## config.mk

```make
export PLATFORM = sky130hd
export DESIGN_NAME = led_twinkle
export DESIGN_NICKNAME = d
export VERILOG_FILES = /design/src/rtl/led_twinkle.sv
export SDC_FILE = /design/constraint.sdc
export NUM_CORES = 1
export LEC_CHECK = 0
export CORE_ASPECT_RATIO = 1.25
export CORE_MARGIN = 1.5
export CORE_UTILIZATION = 30
export CTS_CLUSTER_SIZE = 25
export DETAILED_ROUTE_END_ITERATION = 12
export HOLD_SLACK_MARGIN = 0.03
export PLACE_DENSITY = 0.53
export SYNTH_ARGS = -nofsm -noshare
export SYNTH_HDL_FRONTEND = slang
export SYNTH_SLANG_ARGS = --single-unit
```

## constraint.sdc

```tcl
create_clock -name sys_clk -period 1.82 [get_ports sys_clk]
set_input_delay 0.364 -clock sys_clk [delete_from_list [all_inputs] [get_ports sys_clk]]
set_output_delay 0.364 -clock sys_clk [all_outputs]
set_load 0.02 [all_outputs]
```

## src/rtl/led_twinkle.sv

```systemverilog
//==============================================================================
// Module   : led_twinkle
// Brief    : Free-running two-LED heartbeat; a terminal-count divider advances
//            a 2-bit pattern (alternate, flash together, or binary count).
// Revision : 1.0 - initial release
//==============================================================================
`default_nettype none

module led_twinkle #(
  parameter int CNT_MAX = 24_999_999,
  parameter int PATTERN = 0
) (
  input  logic       sys_clk,
  input  logic       sys_rst_n,  // active-high despite the name
  output logic [1:0] led
);

  localparam int              CNT_W   = (CNT_MAX < 1) ? 1 : $clog2(CNT_MAX + 1);
  localparam logic [CNT_W-1:0] CNT_TC = CNT_W'(CNT_MAX);
  localparam logic [CNT_W-1:0] CNT_ONE = CNT_W'(1);
  // Unsupported selections fold onto the alternate pattern.
  localparam int              PAT_SEL = ((PATTERN == 1) || (PATTERN == 2)) ? PATTERN : 0;
  localparam logic [1:0]      LED_RST = (PAT_SEL == 0) ? 2'b01 : 2'b00;

  logic [CNT_W-1:0] cnt_q;
  logic [CNT_W-1:0] cnt_d;
  logic [1:0]       led_q;
  logic [1:0]       led_d;
  logic [1:0]       led_step;
  logic             at_tc;

  generate
    if (PAT_SEL == 2) begin : g_step_count
      assign led_step = led_q + 2'd1;
    end else begin : g_step_toggle
      assign led_step = ~led_q;
    end
  endgenerate

  always_comb begin
    at_tc = (cnt_q == CNT_TC);
    cnt_d = at_tc ? '0 : (cnt_q + CNT_ONE);
    led_d = at_tc ? led_step : led_q;
  end

  always_ff @(posedge sys_clk) begin
    if (sys_rst_n) begin
      cnt_q <= '0;
      led_q <= LED_RST;
    end else begin
      cnt_q <= cnt_d;
      led_q <= led_d;
    end
  end

  assign led = led_q;

endmodule

`default_nettype wire

```

==> results.cfg, run 1 <==
[run_status]
outcome = finished, final reports clean

[routing]
wire_per_inst_um = 11.90
drt_wl_total_um = 2451
drt.antenna.violating_nets = 0
drtIter0Drc = 26
via_count = 1045
drc = 0
via_per_inst = 5.073
dr.pass1.iters = 4

[yosys]
syn_avg_cell_area_sq_um = 8.873
yosysTopAreaCell = dfxtp_1
synthArstFlopShare = 0
post-synth-top-count-cell = dfxtp_1
syn-num-nets = 145
yosysTopAreaCellShare = 0.4290
ys_seq_area_frac = 0.4290
synthDistinctLibCells = 31
yosysWarnings = 0
synth_edf_count = 0
dominantRegCellSynth = dfxtp_1
synthCells = 142
syn_area_sq_um = 1260
yosys-top-cells-area = dfxtp_1, xor2_1, a21oi_1, o31ai_1, or4_1
netlist_top_cells_count = dfxtp_1, nor2_1, a21oi_1
ys_seq_elements = 27

[clock_tree]
post-cts-setup-buffers = 0
cts_tree = yes
clk_pin_slew_ns = 0.09
cts_num_sinks = 27
cts-root-buf = clkbuf_8
cts.path.max_buffers = 2
hold_buffers = 0
h-tree-depth = 1
clock_latency_ns = 0.27
post_cts_resized = 0
cts_inserted_buffers = 3

[critical_path]
path_buf_inv = 0
cp.required_ns = 2.04
crit_family = simple AND/OR/NAND/NOR gates
crit_path_start_kind = flop
cp.arrival_ns = 1.94
cp_max_fo = 7
criticalPathCategory = reg -> reg
critPathCaptureType = flop
crit_chain = nand3_2 -> or3_1 -> or4_4 -> a21oi_2
slowest_stage = or4_4
slowest_delay_ns = 0.55

[floorplanning]
die_h_um = 75.46
dieArea_sq_um = 4600
rows = 26
start_util = 0.3098
num_io_pins = 4
floorplan.core_area_sq_um = 4066
die_x_um = 60.97

[final_layout]
synthToLayoutAreaGrowth_pct = 13.41
fin_area_sq_um = 1429
layout-drive-gt1-share = 0.1333
diodes = 0
fin_nets = 154

[sta]
hold_viol = 0
fin_crit_ns = 1.723
tightest_slew_ns = 0.3255
rsz0062_at_grt = no
max_freq_ghz = 0.5804
slew_headroom = 0.7810
min_period_over_period = 0.9467
setup-violations-final = 0
tns_ns = 0
drv_slew = 0
skew_ns = 0.001397

[placement]
place_congestion = 0.7867
place_hpwl_um = 1814
dpl-instance-area_sq_um = 1375
io_buffers = 3

[global_routing]
grt_max_degree = 16
grt_pass1_wl_um = 4195
grt-ovfl-total = 0
antenna_found_initial = 0
track_usage = 0.1234
grt_pass1_vias = 996

[pwr]
pwr_density_cell_nw_per_um2 = 681.0
ir_drop_mv = 0.2864
leakagePower_nw = 0.4633

[worst_hold_path]
holdCritPathClass = reg -> reg

[job]
drv_cap = 0
## kinds of logic (layout without fill, tap and decap cells)
logic type      Yosys count  after routing  share of synthesized area
compound gates           28             28                     0.1430
xor+xnor                 11             11                    0.07647
fa+ha+maj                 1              1                   0.009929
buf+inv                  12             20                    0.04766
flops                    27             27                     0.4290
simple gates             63             63                     0.2940
## cells in the final DEF (no fill, tap or decap)
| cell | instances |
|---|---|
| clkbuf_8 | 3 |
| inv_1 | 4 |
| and2_1 | 1 |
| or4_4 | 1 |
| nor4b_1 | 1 |
| or3_1 | 6 |
| nand3_1 | 9 |
| and3_1 | 3 |
| and2_0 | 1 |
| and3_2 | 1 |
| nor4_1 | 1 |
| xnor2_1 | 2 |
| and4b_1 | 1 |
| ha_1 | 1 |
| buf_4 | 9 |
| clkinv_2 | 1 |
| a21oi_2 | 1 |
| nand2_1 | 6 |
| xor2_1 | 9 |
| dfxtp_1 | 27 |
| or3_2 | 1 |
| o31ai_4 | 1 |
| and4_2 | 1 |
| a21oi_1 | 12 |
| clkdlybuf4s50_1 | 3 |
| o21ai_0 | 6 |
| nand4_1 | 7 |
| or4_1 | 7 |
| nand3_2 | 1 |
| nor2_1 | 13 |
| and4_1 | 2 |
| o31ai_1 | 8 |
## sequential cells by signal (all words and copies together) (netlist names)
register	flops
cnt_q	25
led	2
## worst reg2reg max path, cell delays in order, from the launching register on
cell,delay [ns]
dfxtp_1,0.40
nand3_2,0.09
or3_1,0.48
or4_4,0.55
a21oi_2,0.13
## final cells by class
class | count | area, sq um
fillers | 436 | 2638
multi-input cells | 103 | 659.4
flip-flops and latches | 27 | 540.5
repair buffers | 12 | 97.59
well taps | 56 | 70.07
clock buffers | 3 | 41.29
inverters | 4 | 15.01
clock inverters | 1 | 5.005
## final timing paths
check             cells past startpoint  slack [ns]              endpoint                 start
setup / recovery                      4         0.1  cnt_q[24]$_SDFF_PP0_  cnt_q[12]$_SDFF_PP0_
hold / removal                        1        0.44   cnt_q[0]$_SDFF_PP0_   cnt_q[0]$_SDFF_PP0_
setup reg to reg                      4         0.1  cnt_q[24]$_SDFF_PP0_  cnt_q[12]$_SDFF_PP0_
hold reg to reg                       1        0.44   cnt_q[0]$_SDFF_PP0_   cnt_q[0]$_SDFF_PP0_
## metrics by stage
stage          hold slack, ns  cells    util  power (mW)  worst slack, ns
2_1_floorplan          0.4132    142       -      0.6341           0.1729
3_3_place_gp           0.4309    201  0.3382      0.6433           0.1598
3_5_place_dp           0.4365    201  0.3382      0.6442           0.1006
4_1_cts                0.4550    205  0.3495      0.9884          0.08432
5_1_grt                0.4729    206  0.3514       1.014         0.008642
6_report               0.4446    206  0.3514      0.9731          0.09697
## routing by layer
layer | GRT usage | part of all wire | vias to the layer above
met4 | 0.07971 | 0.026 | 0
met1 | 0.1424 | 0.47 | 501
li1 | - | - | 535
met5 | 0 | 0 | -
met2 | 0.2043 | 0.49 | 5
met3 | 0.02547 | 0.016 | 4
## where the power goes
part           switching, mW  total [mW]  internal (mW)
Clock                  0.190       0.344          0.154
Combinational         0.0169      0.0298         0.0129
Sequential           0.00371       0.600          0.596
Total                  0.211       0.973          0.762
(Power assumes the default switching activity.)
==> run 2: changes to the inputs <==
- CAP_MARGIN: not set -> 40
- SLEW_MARGIN: not set -> 25
==> results of run 2 <==
Final layout, timing and power as in run 1 (identical DEF).
==> run 3: changes to the inputs <==
- PLACE_DENSITY: 0.53 -> 0.47
==> run 3 against run 2 <==
- largest power group unchanged
- count of clock-buffer cells in the layout unchanged
- critical path depth is the same
- highest routed layer unchanged
- sequential cell count did not move
- critical path type unchanged
- hold slack improved by 0.0027 ns
- critical endpoint is now cnt_q[22]$_SDFF_PP0_
==> results.cfg, run 3 (synthesis gave the netlist of run 1 again) <==
[run_status]
outcome = finished, final reports clean

[clock_tree]
clk_pin_slew_ns = 0.10
h-tree-depth = 1
cts.path.max_buffers = 2
clock_latency_ns = 0.27
cts_num_sinks = 27
cts-root-buf = clkbuf_8
cts_inserted_buffers = 3
cts_tree = yes
hold_buffers = 0

[critical_path]
reg2reg_to = cnt_q[22]$_SDFF_PP0_
timing.rr.start = cnt_q[17]$_SDFF_PP0_
cp_max_fo = 8
cp.required_ns = 2.02
criticalPathCategory = reg -> reg
critPathCaptureType = flop
cp.arrival_ns = 1.89
ff2ff_path_depth = 4
crit_path_start_kind = flop
rrSetupSlack_ns = 0.13

[sta]
setup-violations-final = 0
fin_crit_ns = 1.686
hold_viol = 0
skew_ns = 0.01069
tightest_slew_ns = 0.3016
drv_slew = 0
tns_ns = 0
min_period_over_period = 0.9263
max_freq_ghz = 0.5932
timing.final.ws_setup_ns = 0.1341
rsz0062_at_grt = no
slew_headroom = 0.7971
holdWs_ns = 0.4473

[final_layout]
diodes = 0
largest_reg_flops = 25
multi_input_area_sq_um = 665.6
fin_area_sq_um = 1440
final_common_cell = dfxtp_1
fillerInstances = 436
fin_nets = 153
post-route-util = 0.3542
layout-drive-gt1-share = 0.1409
seq_area_sq_um = 540.5
largest_register = cnt_q
instances_no_fill = 205
final_cell_mix = dfxtp_1, nor2_1, a21oi_1
synthToLayoutAreaGrowth_pct = 14.30

[floorplanning]
start_util = 0.3098
floorplan.core_area_sq_um = 4066
rows = 26
dieArea_sq_um = 4600
die_h_um = 75.46
die_x_um = 60.97
num_io_pins = 4

[routing]
via_per_inst = 5.063
wl_met3_um = 26
wire_per_inst_um = 12.29
met2_length_um = 1324
drc = 0
drtIter0Drc = 65
drt.antenna.violating_nets = 0
via_count = 1038
top_layer = met4
dr.pass1.iters = 4
met1_length_um = 1143
drt_wl_total_um = 2520

[placement]
dpl-instance-area_sq_um = 1388
io_buffers = 3
place_hpwl_um = 1867
dp.cells = 201
pre_cts_slack_ns = 0.09060
place_congestion = 0.7045

[job]
drv_cap = 0

[pwr]
pwr_density_cell_nw_per_um2 = 672.7
ir_drop_mv = 0.4420
leakagePower_nw = 0.4662
p_total_mw = 0.9687

[global_routing]
track_usage = 0.1246
grt_pass1_wl_um = 4367
grt-ovfl-total = 0
grt_max_degree = 26
grt_pass1_vias = 999
antenna_found_initial = 0

[worst_hold_path]
min_from = cnt_q[0]$_SDFF_PP0_
holdCritPathClass = reg -> reg
holdPathStages = 1
whs_endpoint = cnt_q[0]$_SDFF_PP0_
==> run 3: cell types whose count changed in the layout (fill, tap and decap cells not counted), sizes merged <==
cell  delta
buf      -1
==> run 3: area by class of cell <==
class | instances | share of cell area
clock buffers | 3 | 0.02867
inverters | 4 | 0.01043
multi-input cells | 103 | 0.4622
well taps | 56 | 0.04865
flip-flops and latches | 27 | 0.3753
clock inverters | 1 | 0.003475
repair buffers | 11 | 0.07124
==> run 3: report_power, final <==
group	switching, mW	internal [mW]	leakage (nW)	total (mW)
clock network	0.183	0.153	0.0255	0.336
logic	0.0180	0.0144	0.223	0.0324
registers	0.00396	0.596	0.218	0.600
==> run 3: critical path: stages (launching register included) <==
cell and delay [ns]:
dfxtp_1 0.42, and4_1 0.26, nand4_1 0.26, or4_1 0.54
a21oi_1 0.14
==> run 3: routing by layer <==
metal,up-vias,track usage
met3,2,0.02037
li1,534,-
met4,0,0.04348
met1,499,0.1523
met2,3,0.2186
met5,-,0
==> run 3: how the worst max path moves through the flow <==
stage                                     from                   end  cells past startpoint
after floorplan           cnt_q[11]$_SDFF_PP0_  cnt_q[24]$_SDFF_PP0_                      5
after global placement    cnt_q[14]$_SDFF_PP0_  cnt_q[24]$_SDFF_PP0_                      4
after detailed placement  cnt_q[12]$_SDFF_PP0_  cnt_q[24]$_SDFF_PP0_                      4
after CTS                 cnt_q[12]$_SDFF_PP0_  cnt_q[24]$_SDFF_PP0_                      4
after global routing       cnt_q[3]$_SDFF_PP0_  cnt_q[14]$_SDFF_PP0_                      5
final                     cnt_q[17]$_SDFF_PP0_  cnt_q[22]$_SDFF_PP0_                      4
==> run 3: what timing repair did <==
action / CTS / global route
setup endpoints to repair: 0 / 2
gates resized for setup: 0 / 2
buffers inserted: 0 / 0
hold endpoints to repair: 0 / 0
